==> config.mk <==
export PLATFORM = sky130hd
export DESIGN_NAME = spi_x_reader
export DESIGN_NICKNAME = d
export VERILOG_FILES = /design/src/rtl/spi_x_reader.sv
export SDC_FILE = /design/constraint.sdc
export NUM_CORES = 1
export LEC_CHECK = 0
export CAP_MARGIN = 20
export CORE_ASPECT_RATIO = 0.75
export CORE_MARGIN = 1
export CORE_UTILIZATION = 40
export CTS_CLUSTER_SIZE = 20
export DETAILED_ROUTE_END_ITERATION = 16
export PLACE_DENSITY = 0.64
export SLEW_MARGIN = 20
export SYNTH_ARGS = -nofsm -noshare
export SYNTH_HDL_FRONTEND = slang
export SYNTH_SLANG_ARGS = --single-unit
==> constraint.sdc <==
create_clock -name clk -period 2.8 [get_ports clk]
set_clock_uncertainty 0.15 [all_clocks]
set_input_delay 0.56 -clock clk [delete_from_list [all_inputs] [get_ports clk]]
set_output_delay 0.56 -clock clk [all_outputs]
set_load 0.1 [all_outputs]
==> src/rtl/spi_x_reader.sv <==
// spi_x_reader
//   Periodically polls a SPI slave (mode 0, 16-bit frame) for a position
//   sample, converts the low 10 bits to a servo value in 1000..2000 and hands
//   it to the PWM compare stage only at a PWM period boundary, so the compare
//   value never changes in the middle of a period.
//
// Ports
//   clk           system clock
//   rst           synchronous, active-high reset
//   period_start  one-cycle pulse at PWM period start
//   spi_miso      slave data (asynchronous, synchronized internally)
//   spi_cs_n      chip select, active low (registered)
//   spi_sclk      SPI clock, idle low (registered)
//   spi_mosi      master data, CMD_WORD MSB first (registered)
//   x_val         servo position value, updated only on period_start
//   x_valid       one-cycle pulse coincident with a new x_val
//   busy          high while a transaction is in progress
//
// State | meaning
//   IDLE  | waiting for the poll counter to wrap
//   SETUP | cs_n asserted, first MOSI bit presented, one half-period
//   SHIFT | 16 SCLK periods, sample MISO on rising edge
//   HOLD  | cs_n held low one half-period after the last falling edge
//   DONE  | convert received sample into x_pending (single cycle)

module spi_x_reader #(
  parameter int          CLK_DIV     = 50,
  parameter int          POLL_CYCLES = 100000,
  parameter logic [15:0] CMD_WORD    = 16'h0000
) (
  input  logic        clk,
  input  logic        rst,
  input  logic        period_start,
  input  logic        spi_miso,
  output logic        spi_cs_n,
  output logic        spi_sclk,
  output logic        spi_mosi,
  output logic [10:0] x_val,
  output logic        x_valid,
  output logic        busy
);

  localparam int         PW       = (POLL_CYCLES > 2) ? $clog2(POLL_CYCLES) : 1;
  localparam logic [PW-1:0] POLL_LAST = PW'(POLL_CYCLES - 1);
  localparam logic [7:0] DIV_LOAD = 8'(CLK_DIV - 1);

  typedef enum logic [2:0] {
    IDLE  = 3'd0,
    SETUP = 3'd1,
    SHIFT = 3'd2,
    HOLD  = 3'd3,
    DONE  = 3'd4
  } state_t;

  state_t        state_q, state_d;

  logic [PW-1:0] poll_q, poll_d;
  logic          poll_wrap;

  logic          miso_s1_q, miso_s2_q;

  logic [7:0]    div_q, div_d;
  logic          div_tc;
  logic [3:0]    bit_q, bit_d;
  logic [15:0]   rx_q, rx_d;

  logic          cs_n_q, cs_n_d;
  logic          sclk_q, sclk_d;
  logic          mosi_q, mosi_d;

  logic [10:0]   x_pending_q, x_pending_d;
  logic          pending_q, pending_d;
  logic [10:0]   x_val_q, x_val_d;
  logic          x_valid_q, x_valid_d;

  logic [9:0]    raw;
  logic [10:0]   raw_sat;
  logic [10:0]   x_new;
  logic          rx_unused;

  // Upper six received bits carry no position information.
  assign rx_unused = ^rx_q[15:10];

  assign poll_wrap = (poll_q == POLL_LAST);
  assign poll_d    = poll_wrap ? '0 : poll_q + 1'b1;
  assign div_tc    = (div_q == 8'd0);

  assign raw     = rx_q[9:0];
  assign raw_sat = (raw > 10'd1000) ? 11'd1000 : {1'b0, raw};
  assign x_new   = 11'd1000 + raw_sat;

  // State register
  always_ff @(posedge clk) begin
    if (rst) begin
      state_q <= IDLE;
    end else begin
      state_q <= state_d;
    end
  end

  // Next-state logic; a poll wrap outside IDLE is simply not looked at.
  always_comb begin
    state_d = state_q;
    case (state_q)
      IDLE:    if (poll_wrap) state_d = SETUP;
      SETUP:   if (div_tc) state_d = SHIFT;
      SHIFT:   if (div_tc && sclk_q && (bit_q == 4'd0)) state_d = HOLD;
      HOLD:    if (div_tc) state_d = DONE;
      DONE:    state_d = IDLE;
      default: state_d = IDLE;
    endcase
  end

  // Output / datapath next-values. SPI pins are computed one cycle ahead and
  // registered so they change exactly on the edge the FSM changes state.
  always_comb begin
    cs_n_d      = 1'b1;
    sclk_d      = 1'b0;
    mosi_d      = 1'b0;
    div_d       = DIV_LOAD;
    bit_d       = 4'd15;
    rx_d        = rx_q;
    x_pending_d = x_pending_q;
    pending_d   = pending_q;
    x_val_d     = x_val_q;
    x_valid_d   = 1'b0;

    case (state_q)
      IDLE: begin
        if (state_d == SETUP) begin
          cs_n_d = 1'b0;
          mosi_d = CMD_WORD[15];
          rx_d   = '0;
        end
      end
      SETUP: begin
        cs_n_d = 1'b0;
        mosi_d = mosi_q;
        div_d  = div_tc ? DIV_LOAD : div_q - 8'd1;
      end
      SHIFT: begin
        cs_n_d = 1'b0;
        sclk_d = sclk_q;
        mosi_d = mosi_q;
        bit_d  = bit_q;
        div_d  = div_tc ? DIV_LOAD : div_q - 8'd1;
        if (div_tc) begin
          if (!sclk_q) begin
            sclk_d = 1'b1;
            rx_d   = {rx_q[14:0], miso_s2_q};
          end else begin
            sclk_d = 1'b0;
            if (bit_q == 4'd0) begin
              mosi_d = 1'b0;
            end else begin
              mosi_d = CMD_WORD[bit_q - 4'd1];
              bit_d  = bit_q - 4'd1;
            end
          end
        end
      end
      HOLD: begin
        cs_n_d = div_tc;
        div_d  = div_tc ? DIV_LOAD : div_q - 8'd1;
      end
      DONE: begin
        x_pending_d = x_new;
        pending_d   = 1'b1;
      end
      default: begin
      end
    endcase

    // Evaluated after DONE so a coincident period_start takes the fresh value.
    if (period_start && pending_d) begin
      x_val_d   = x_pending_d;
      pending_d = 1'b0;
      x_valid_d = 1'b1;
    end
  end

  // Datapath registers
  always_ff @(posedge clk) begin
    if (rst) begin
      poll_q      <= '0;
      miso_s1_q   <= 1'b0;
      miso_s2_q   <= 1'b0;
      div_q       <= DIV_LOAD;
      bit_q       <= 4'd15;
      rx_q        <= '0;
      cs_n_q      <= 1'b1;
      sclk_q      <= 1'b0;
      mosi_q      <= 1'b0;
      x_pending_q <= 11'd1500;
      pending_q   <= 1'b0;
      x_val_q     <= 11'd1500;
      x_valid_q   <= 1'b0;
    end else begin
      poll_q      <= poll_d;
      miso_s1_q   <= spi_miso;
      miso_s2_q   <= miso_s1_q;
      div_q       <= div_d;
      bit_q       <= bit_d;
      rx_q        <= rx_d;
      cs_n_q      <= cs_n_d;
      sclk_q      <= sclk_d;
      mosi_q      <= mosi_d;
      x_pending_q <= x_pending_d;
      pending_q   <= pending_d;
      x_val_q     <= x_val_d;
      x_valid_q   <= x_valid_d;
    end
  end

  assign spi_cs_n = cs_n_q;
  assign spi_sclk = sclk_q;
  assign spi_mosi = mosi_q;
  assign x_val    = x_val_q;
  assign x_valid  = x_valid_q;
  assign busy     = (state_q != IDLE);

endmodule

==> out/metrics.cfg <==
[outcome]
status = finished clean

[floorplan]
start_util_pct = 41.6
fp.dieH_um = 77.8
fp.coreArea_sq_um = 7360
io_pins = 20
die_area_sq_um = 8020
num_rows = 27
die_w_um = 103

[setup_path]
r2r_end = x_val[7]
reg2reg_slack_ns = 0.71
crit_end = busy
timing.rr.start = rx_q[5]
worstSetupPathType = reg2out
crit_path_start_kind = flop
end_kind = primary output
cp_max_fo = 8
reg2regPathDepth = 8
crit_path_top_delay_cell = nor3_1
crit_chain = nor3_1 -> inv_1 -> buf_4
slowest_delay_ns = 0.50
startpoint = state_q[2]
arrival_ns = 1.57
critical_path_required_ns = 2.09

[grt]
overflow = 0
track_usage_pct = 16.0
grt_pass1_vias = 2029
antenna_found_initial = 0
grt_start_max_net_pins = 35
grt_pass1_wl_um = 9780

[detailed_routing]
wl_um = 5610
drc = 0
ant_nets = 0
wl_per_cell_um = 12.6
drt_pass1_iterations = 4
vias = 2193
drtIter0Drc = 96
via_per_inst = 4.94

[sta]
period_minus_slack_ns = 2.28
final.setup.worst_slack_ns = 0.524
slew-limit-headroom_pct = 54.3
grt_setup_unrepaired = false
worst_hold_slack_ns = 0.258
final_max_slew_viol_count = 0
hold_violations = 0
worstMarginPinSlew_ns = 0.681
tns_ns = 0
timing.fmax_mhz = 439
finalSetupViolCount = 0
finalCritPeriodShare_pct = 81.3

[pwr]
p_per_area_nw_per_um2 = 573
finalPower_w = 0.00198
pwr-share-comb_pct = 2.0
p_int_w = 0.00153
p_clk_share_pct = 47.1
switching_share_pct = 22.6
power.switching_w = 0.000447
power_frac_seq_pct = 50.9
peakVddDrop_mv = 0.248
p_leak_nw = 1.22

[place]
place.gp.congestion = 0.775
pre_cts_ws_ns = 0.555
dp_hpwl_um = 3820
portBuffers = 18

[cts]
htreeDepth = 3
cts_buffer_depth = 2
clkTransAtPathRegs_ns = 0.08
cts_setup_buffers = 0
ctsHoldBuffers = 0
cts.repair.resized = 0
cts_tree = yes
cts_buffers = 9
clkLatencyLatePin_ns = 0.35
cts_num_sinks = 70
cts_root_buffer = clkbuf_8

[logic_synthesis]
synth_top_family_by_area = simple AND/OR/NAND/NOR gates
yosys_warnings = 0
synth_compound_area_share_pct = 12.2
syn-cell-area_sq_um = 3060
synth_flop_cell = dfxtp_1
synth.most_common_cell = dfxtp_1
synthTopCellsByCount = dfxtp_1, nor2_1, nand2_1, xnor2_1, a21oi_1
yosysSeqAreaShare_pct = 45.7
synth_seq_cells = 70
synthCells = 323
syn_nets = 333
synth_area_per_cell_sq_um = 9.49
synth_area_leaders = dfxtp_1, xnor2_1, nor2_1
async_flop_share_pct = 0
synth_top_area_cell = dfxtp_1
synth_xor_area_share_pct = 7.72
synth_fa_ha_area_share_pct = 2.45
synth_edf_count = 0
yosys.area.top_type_share_pct = 45.7
synth-simple-area-share_pct = 25.2
synth_mux_area_share_pct = 0.653
ys_types = 57

[layout]
antenna_cells = 0
fin_nets = 348
n_fill_cell = 718
area_growth_pct = 12.6
drive_above_1_share_pct = 13.1

[worst_hold_path]
min_path_type = reg2reg

[job]
drv_cap = 0

## how the worst min path moves through the flow
stage,depth (start not counted),slack (ns),from,endpoint
5_1_grt,1,0.29,div_q[0],div_q[0]
3_3_place_gp,1,0.25,div_q[0],div_q[0]
4_1_cts,1,0.26,div_q[0],div_q[0]
6_report,1,0.26,div_q[0],div_q[0]
2_1_floorplan,1,0.22,div_q[0],div_q[0]
3_5_place_dp,1,0.24,div_q[0],div_q[0]
## cell usage in the layout, fill, tap and decap left out, types with 3 or more instances in the layout
cell type,count
dfxtp_1,70
nor2_1,43
nand2_1,20
xnor2_1,19
a21oi_1,16
buf_4,16
nand3_1,13
nor3_1,13
inv_1,11
a22o_1,10
clkbuf_8,9
xor2_1,8
nor4_1,7
o21ai_0,6
ha_1,6
nand2b_1,5
nand4_1,4
nor3b_1,4
nor2b_1,3
nand3b_1,3
or3_1,3
a211oi_1,3
clkinv_4,3
clkdlybuf4s50_1,3
## registers in the layout (all words and copies together) (netlist names)
signal and cells:
miso_s1_q 1, pending_q 1, x_pending_q 11, div_q 8, bit_q 4, poll_q 17
spi_sclk 1, x_valid 1, state_q 3, spi_cs_n 1, x_val 11, miso_s2_q 1
rx_q 10
## cells by family after synthesis
| group | count (synthesis) |
|---|---|
| AO/OA/AOI/OAI | 52 |
| XOR/XNOR | 27 |
| adder cells (fa/ha/maj) | 6 |
| buffers and inverters | 27 |
| flip-flops | 70 |
| multiplexers | 2 |
| other | 1 |
| AND/OR/NAND/NOR | 138 |
## layout make-up
type / count / area (sq um) / share of cell area, %
sequential: 70 / 1400 / 40.6
tap: 101 / 126 / 3.66
timing repair buffer: 20 / 170 / 4.93
clock buffer: 9 / 124 / 3.59
clock inverter: 7 / 106 / 3.08
multi-input combinational: 226 / 1480 / 42.9
inverter: 11 / 41.3 / 1.20
## metrics by stage
step / instances / utilization, % / instance area, sq um
after floorplan: 323 / - / 3060
after global placement: 428 / 43.7 / 3220
after detailed placement: 428 / 43.7 / 3220
after CTS: 444 / 46.8 / 3450
after global routing: 444 / 46.8 / 3450
final: 444 / 46.8 / 3450
## per-layer routing
layer | wire (um) | vias up | GRT usage (%)
met5 | 0 | - | 0
met4 | 71 | 0 | 5.92
met3 | 214 | 9 | 5.95
met2 | 2130 | 33 | 21.4
met1 | 3190 | 1000 | 23.0
li1 | - | 1151 | -
## power groups by stage
stage          Sequential (W)  Combinational (W)  Clock [W]
5_1_grt               0.00101          0.0000435   0.000998
3_3_place_gp          0.00103          0.0000395          0
2_1_floorplan         0.00103          0.0000326          0
6_report              0.00101          0.0000405   0.000930
3_5_place_dp          0.00103          0.0000403          0
4_1_cts               0.00100          0.0000407   0.000956
## critical path: cells and delay by family (launching register included)
family,cells,cell delay (ns)
buffers and inverters,2,0.33
and+or+nand+nor,1,0.50
DFF,1,0.39
Note: power is estimated with default switching activity, not from simulation.
